### config.mk
export PLATFORM = sky130hd
export DESIGN_NAME = hazard_unit
export DESIGN_NICKNAME = d
export VERILOG_FILES = /design/src/rtl/riscv_pkg.sv /design/src/rtl/src_use_decode.sv /design/src/rtl/hazard_unit.sv
export SDC_FILE = /design/constraint.sdc
export NUM_CORES = 1
export LEC_CHECK = 0
export CORE_AREA = 2 2 73 75
export CTS_CLUSTER_SIZE = 40
export DETAILED_ROUTE_END_ITERATION = 10
export DIE_AREA = 0 0 75 77
export PLACE_DENSITY = 0.74
export SETUP_SLACK_MARGIN = 0.1
export SLEW_MARGIN = 20
export SYNTH_ARGS = -nofsm -noshare
export SYNTH_HDL_FRONTEND = slang
export SYNTH_SLANG_ARGS = --single-unit
### constraint.sdc
create_clock -name clk -period 2.4 [get_ports clk]
set_input_delay 0.48 -clock clk [delete_from_list [all_inputs] [get_ports clk]]
set_output_delay 0.48 -clock clk [all_outputs]
set_load 0.01 [all_outputs]
### src/rtl/riscv_pkg.sv
// Shared pipeline definitions: opcodes, forwarding selects, destination slot.
// Latency: n/a (types, constants and one pure helper function).
// Backpressure: n/a.
package riscv_pkg;

  localparam int RF_ADDR_W = 5;

  localparam logic [6:0] OPC_LUI    = 7'b0110111;
  localparam logic [6:0] OPC_AUIPC  = 7'b0010111;
  localparam logic [6:0] OPC_JAL    = 7'b1101111;
  localparam logic [6:0] OPC_JALR   = 7'b1100111;
  localparam logic [6:0] OPC_BRANCH = 7'b1100011;
  localparam logic [6:0] OPC_LOAD   = 7'b0000011;
  localparam logic [6:0] OPC_STORE  = 7'b0100011;
  localparam logic [6:0] OPC_OP_IMM = 7'b0010011;
  localparam logic [6:0] OPC_OP     = 7'b0110011;

  localparam logic [1:0] FWD_RF  = 2'b00;
  localparam logic [1:0] FWD_MEM = 2'b01;
  localparam logic [1:0] FWD_WB  = 2'b10;

  // One in-flight producer: destination register and what it does with it.
  typedef struct packed {
    logic [RF_ADDR_W-1:0] rd;
    logic                 reg_write;
    logic                 mem_read;
  } slot_t;

  // A slot only produces a value for src if it really writes a non-x0 register.
  function automatic logic slot_hit(input slot_t s, input logic [RF_ADDR_W-1:0] src);
    return s.reg_write && (s.rd != '0) && (s.rd == src);
  endfunction

endpackage

### src/rtl/src_use_decode.sv
// Decodes which register sources an instruction in ID actually reads.
// Latency: purely combinational.
// Backpressure: none; output follows the opcode.
module src_use_decode
  import riscv_pkg::*;
(
  input  logic [6:0] opcode,
  output logic       uses_rs1,
  output logic       uses_rs2
);

  // Only U-type and JAL lack rs1; only R-type, stores and branches read rs2.
  always_comb begin
    uses_rs1 = 1'b1;
    uses_rs2 = 1'b0;
    case (opcode)
      OPC_LUI, OPC_AUIPC, OPC_JAL: uses_rs1 = 1'b0;
      default:                     uses_rs1 = 1'b1;
    endcase
    case (opcode)
      OPC_OP, OPC_STORE, OPC_BRANCH: uses_rs2 = 1'b1;
      default:                       uses_rs2 = 1'b0;
    endcase
  end

endmodule

### src/rtl/hazard_unit.sv
// Pipeline hazard control: load-use stall, branch flush, EX operand forwarding.
// Latency: controls combinational same cycle; shadow slots and stall counter update on clk.
// Backpressure: stall holds PC/IF-ID; branch_taken overrides stall. HAZARD_FORWARD_EN enables forwarding.
module hazard_unit
  import riscv_pkg::*;
#(
  parameter int REG_ADDR_W  = 5,
  parameter int STALL_CNT_W = 16
) (
  input  logic                   clk,
  input  logic                   rst,
  input  logic [31:0]            if_id_instruction,
  input  logic                   if_id_valid,
  input  logic [REG_ADDR_W-1:0]  id_ex_rs1,
  input  logic [REG_ADDR_W-1:0]  id_ex_rs2,
  input  logic [REG_ADDR_W-1:0]  id_ex_rd,
  input  logic                   id_ex_reg_write,
  input  logic                   id_ex_mem_read,
  input  logic                   branch_taken,
  output logic                   stall,
  output logic                   bubble,
  output logic                   flush_if_id,
  output logic [1:0]             fwd_a,
  output logic [1:0]             fwd_b,
  output logic [STALL_CNT_W-1:0] stall_count
);

  logic [REG_ADDR_W-1:0]  w_id_rs1;
  logic [REG_ADDR_W-1:0]  w_id_rs2;
  logic                   w_uses_rs1;
  logic                   w_uses_rs2;
  logic                   w_load_use;
  logic                   w_stall_req;
  logic [1:0]             w_fwd_a;
  logic [1:0]             w_fwd_b;
  slot_t                  w_ex_slot;
  slot_t                  r_mem_slot;
  slot_t                  r_wb_slot;
  logic [STALL_CNT_W-1:0] r_stall_cnt;
  logic                   w_unused_instr;

  assign w_id_rs1       = if_id_instruction[15 +: REG_ADDR_W];
  assign w_id_rs2       = if_id_instruction[20 +: REG_ADDR_W];
  assign w_unused_instr = ^{if_id_instruction[31:25], if_id_instruction[14:7]};

  src_use_decode u_src_use_decode (
    .opcode   (if_id_instruction[6:0]),
    .uses_rs1 (w_uses_rs1),
    .uses_rs2 (w_uses_rs2)
  );

  assign w_ex_slot.rd        = id_ex_rd;
  assign w_ex_slot.reg_write = id_ex_reg_write;
  assign w_ex_slot.mem_read  = id_ex_mem_read;

  // A load in EX cannot forward to ID's consumer in time; reg_write is not
  // consulted here, only that the load targets a real register.
  assign w_load_use = if_id_valid && id_ex_mem_read && (id_ex_rd != '0) &&
                      ((w_uses_rs1 && (w_id_rs1 == id_ex_rd)) ||
                       (w_uses_rs2 && (w_id_rs2 == id_ex_rd)));

`ifdef HAZARD_FORWARD_EN
  // MEM is checked first so the youngest producer wins a double hit.
  assign w_fwd_a = slot_hit(r_mem_slot, id_ex_rs1) ? FWD_MEM :
                   slot_hit(r_wb_slot,  id_ex_rs1) ? FWD_WB  : FWD_RF;
  assign w_fwd_b = slot_hit(r_mem_slot, id_ex_rs2) ? FWD_MEM :
                   slot_hit(r_wb_slot,  id_ex_rs2) ? FWD_WB  : FWD_RF;
  assign w_stall_req = w_load_use;
`else
  // No bypass network: any in-flight producer of a used source must drain
  // through writeback before ID may proceed.
  logic w_raw_rs1;
  logic w_raw_rs2;
  logic w_unused_ex_src;

  assign w_raw_rs1 = w_uses_rs1 && (slot_hit(w_ex_slot,  w_id_rs1) ||
                                    slot_hit(r_mem_slot, w_id_rs1) ||
                                    slot_hit(r_wb_slot,  w_id_rs1));
  assign w_raw_rs2 = w_uses_rs2 && (slot_hit(w_ex_slot,  w_id_rs2) ||
                                    slot_hit(r_mem_slot, w_id_rs2) ||
                                    slot_hit(r_wb_slot,  w_id_rs2));
  assign w_stall_req     = w_load_use || (if_id_valid && (w_raw_rs1 || w_raw_rs2));
  assign w_fwd_a         = FWD_RF;
  assign w_fwd_b         = FWD_RF;
  assign w_unused_ex_src = ^{id_ex_rs1, id_ex_rs2};
`endif

  // Output priority: reset silences everything, a taken branch flushes the
  // wrong-path ID instruction instead of stalling it, else honour stall request.
  always_comb begin
    stall       = 1'b0;
    bubble      = 1'b0;
    flush_if_id = 1'b0;
    fwd_a       = FWD_RF;
    fwd_b       = FWD_RF;
    if (!rst) begin
      fwd_a = w_fwd_a;
      fwd_b = w_fwd_b;
      if (branch_taken) begin
        flush_if_id = 1'b1;
        bubble      = 1'b1;
      end else if (w_stall_req) begin
        stall  = 1'b1;
        bubble = 1'b1;
      end
    end
  end

  // Shadow the EX producer as it advances into MEM and then WB.
  always_ff @(posedge clk) begin
    if (rst) begin
      r_mem_slot <= '0;
      r_wb_slot  <= '0;
    end else begin
      r_mem_slot <= w_ex_slot;
      r_wb_slot  <= r_mem_slot;
    end
  end

  // Count stalled cycles, sticking at all-ones rather than wrapping.
  always_ff @(posedge clk) begin
    if (rst) begin
      r_stall_cnt <= '0;
    end else if (stall && (r_stall_cnt != '1)) begin
      r_stall_cnt <= r_stall_cnt + 1'b1;
    end
  end

  assign stall_count = r_stall_cnt;

endmodule

==> reports/qor.txt <==
Status -> finished, violations left
Violated checks -> setup timing
CTS HTree Levels -> 1
Crit-path max FO -> 2
Leakage -> 0.921 nW
Worst path cell trace -> buf_6 > and3_4 > o2111a_1 > or4_4 > a211oi_4 > o31ai_4 > inv_4 > buf_6
I/O pin total -> 76
Slack of the critical path -> -0.218 ns
Post-route ant nets -> 0
Crit. End Element -> output port
Vias in the first global route -> 1633
Syn Inst Count -> 192
Reg2reg start -> r_wb_slot[5]$_SDFF_PP0_
Top cell type's share of synthesized area -> 33.6%
Crit path max-delay cell type -> or4_4
Mean routed wirelength per cell -> 14.4 um
Clock sinks -> 28
Initial antenna violation count -> 0
M1 WL -> 2190 um
Worst-Skew Late Latency -> 0.27 ns
Sequential area share after synthesis -> 33.6%
Die span in y -> 77 um
Cts hold-fix bufs -> 0
Most frequent CP cell -> buf_6
P_sw -> 232 uW
Final Max Tran Viols -> 0
Global-route wire length before repair -> 7510 um
VDD IR max -> 228 uV
Total CTS buffers -> 3
Final HPWL from detailed placement -> 3260 um
Hold Path Class -> flip-flop to flip-flop
Length of routed met3 wiring -> 163 um
Area grow syn2layout -> 50.9%
Post-route DRC -> 0
DRT iter0 DRCs -> 61
Die Span X -> 75 um
Endpoints failing hold -> 0
Fin crit share -> 109%
Yosys cell types -> 36
Sw frac -> 25.2%
Internal power -> 688 uW
Total Wirelength -> 4660 um
Max-cap violations -> 0
GR Util All Layers -> 16.4%
Grt ovf -> 0
Tmin final -> 2.62 ns
Largest net degree at the start of global routing -> 29
Avg Synthesized Cell Area -> 8.69 um2
Post-synthesis cell area -> 1670 um2
Avg Vias per Cell -> 5.03
Root Buffer -> clkbuf_8
DR WL met2 -> 2260 um
Final setup fails -> 17
Final net count -> 309
Flop pwr share -> 52.6%
PwrDens -> 365 nW/um2
Fraction of layout cells with a size suffix above 1 -> 27.7%
Clock power frac -> 27.7%
Worst Skew -> 0.00293 ns
Setup crit start -> if_id_instruction[6]
First-pass DRT Iterations -> 4
Utilization after layout -> 50.6%
TritonCTS clock tree -> built
Setup Crit Path Kind -> input pin to output port
CORE AREA -> 4980 um2
Crit start category -> input pin
Clk buf depth -> 2
Die area -> 5780 um2
Synth area leaders -> dfxtp_1 34%, xnor2_1 9.4%, or4_1 8.5%
Top sig layer -> met4
RSZ-0062 raised after global routing -> true
Max Clk Rate -> 382 MHz
CP max stage delay -> 0.53 ns
FP Rows -> 26
Routability cong. -> 0.845
Via Count -> 1625
Synth Warn # -> 0
Clock Pin Slew Worst Setup and Hold Paths -> 0.09 ns
Logic gate share of total power -> 19.6%
Input/output buffers -> 46
Initial Util -> 33.5%
Total power -> 920 uW
WP data arrival -> 2.14 ns
Yosys top cell by area -> dfxtp_1
Synthesized flop and latch total -> 28
Antenna Cells -> 0
HP Start -> r_mem_slot[1]$_SDFF_PP0_
CP required -> 1.92 ns
## metrics by stage
stage                     cells  setup slack (ns)  cell area, um2  hold slack [ns]  TNS (ns)
final                       323            -0.218            2520            0.488     -1.84
after global routing        323            -0.273            2520            0.494     -3.06
after CTS                   320            -0.236            2440            0.471     -2.07
after detailed placement    313            -0.934            2280            0.456    -12.98
after global placement      313            -0.902            2280            0.459    -12.16
after floorplan             195            -0.161            1700            0.434    -0.840
## routing by layer
metal	up-vias	track usage, %
met3	2	2.76
met2	39	26.8
met1	763	21.5
li1	821	-
met4	0	5.36
met5	-	0
## worst paths after layout
kind	end	slack, ns	depth (start not counted)
worst max register to register	stall_count[6]$_SDFFE_PP0P_	-0.12	8
worst min register to register	r_wb_slot[1]$_SDFF_PP0_	0.49	1
worst min-delay path	r_wb_slot[1]$_SDFF_PP0_	0.49	1
worst max-delay path	stall	-0.22	8
## sequential cells by signal, indices dropped and copies added (netlist names)
signal / cells
r_wb_slot: 6
r_mem_slot: 6
stall_count: 16
## cell type report
class / instances / area, um2
timing repair buffer: 68 / 629
inverter: 3 / 13.8
clock buffer: 3 / 41.3
sequential: 28 / 563
fill: 481 / 2460
tap: 70 / 87.6
multi-input combinational: 151 / 1180
## power groups by stage
stage                     clock (mW)  combinational, mW  sequential [mW]
after floorplan                    0             0.0739            0.492
after global placement             0              0.156            0.493
after detailed placement           0              0.158            0.494
after CTS                      0.257              0.167            0.483
after global routing           0.277              0.194            0.485
final                          0.255              0.180            0.484
## critical path: cells and delay by family
family / cells / cell delay, ns
and+or+nand+nor: 2 / 0.69
AOI/OAI and AO/OA: 3 / 0.71
buffers and inverters: 3 / 0.26
## kinds of logic (layout without fill, tap and decap cells)
| kind of cell | after synthesis | in the layout | share of synthesized area, % |
|---|---|---|---|
| AO/OA/AOI/OAI | 37 | 37 | 14.5 |
| other | 1 | 4 | 0.225 |
| flip-flops | 28 | 28 | 33.6 |
| AND/OR/NAND/NOR | 77 | 77 | 28.4 |
| XOR/XNOR | 30 | 30 | 15.7 |
| multiplexers | 2 | 2 | 1.35 |
| adder cells (fa/ha/maj) | 1 | 1 | 0.750 |
| buffers and inverters | 16 | 74 | 5.40 |
## cells in the mapped netlist (all sizes together)
| master | count |
|---|---|
| nand4 | 4 |
| nand2b | 1 |
| or3 | 2 |
| o2111a | 1 |
| nor2 | 5 |
| nand3b | 1 |
| xnor2 | 18 |
| buf | 8 |
| nand2 | 4 |
| xor2 | 12 |
| a21oi | 14 |
| dfxtp | 28 |
| or4 | 20 |
| nand3 | 14 |
| mux2 | 2 |
| ha | 1 |
| a211oi | 3 |
| inv | 3 |
| and2 | 1 |
| nor4 | 1 |
| and3 | 5 |
| o31ai | 13 |
| nor3 | 2 |
| clkbuf | 5 |
| conb | 1 |
| o21ai | 5 |
| nor2b | 15 |
| and4 | 2 |
| o22ai | 1 |
## placed cells by master (no fill, tap or decap), types with 8 or more instances in the layout
master           count
buf_4               18
a21oi_1             12
nand3_1             14
buf_2                8
xnor2_1             15
o31ai_1             12
xor2_1              12
clkdlybuf4s50_1     21
or4_1               13
dfxtp_1             26
nor2b_1             14
## timing repair
| item | CTS | global route |
|---|---|---|
| pin swaps | 12 | 13 |
| endpoints found under the hold margin | 0 | 0 |
| buffers inserted | 3 | 3 |
| gates cloned | 1 | 0 |
| resized for setup | 80 | 36 |
| endpoints found under the setup margin | 19 | 18 |
(Power assumes the default switching activity.)
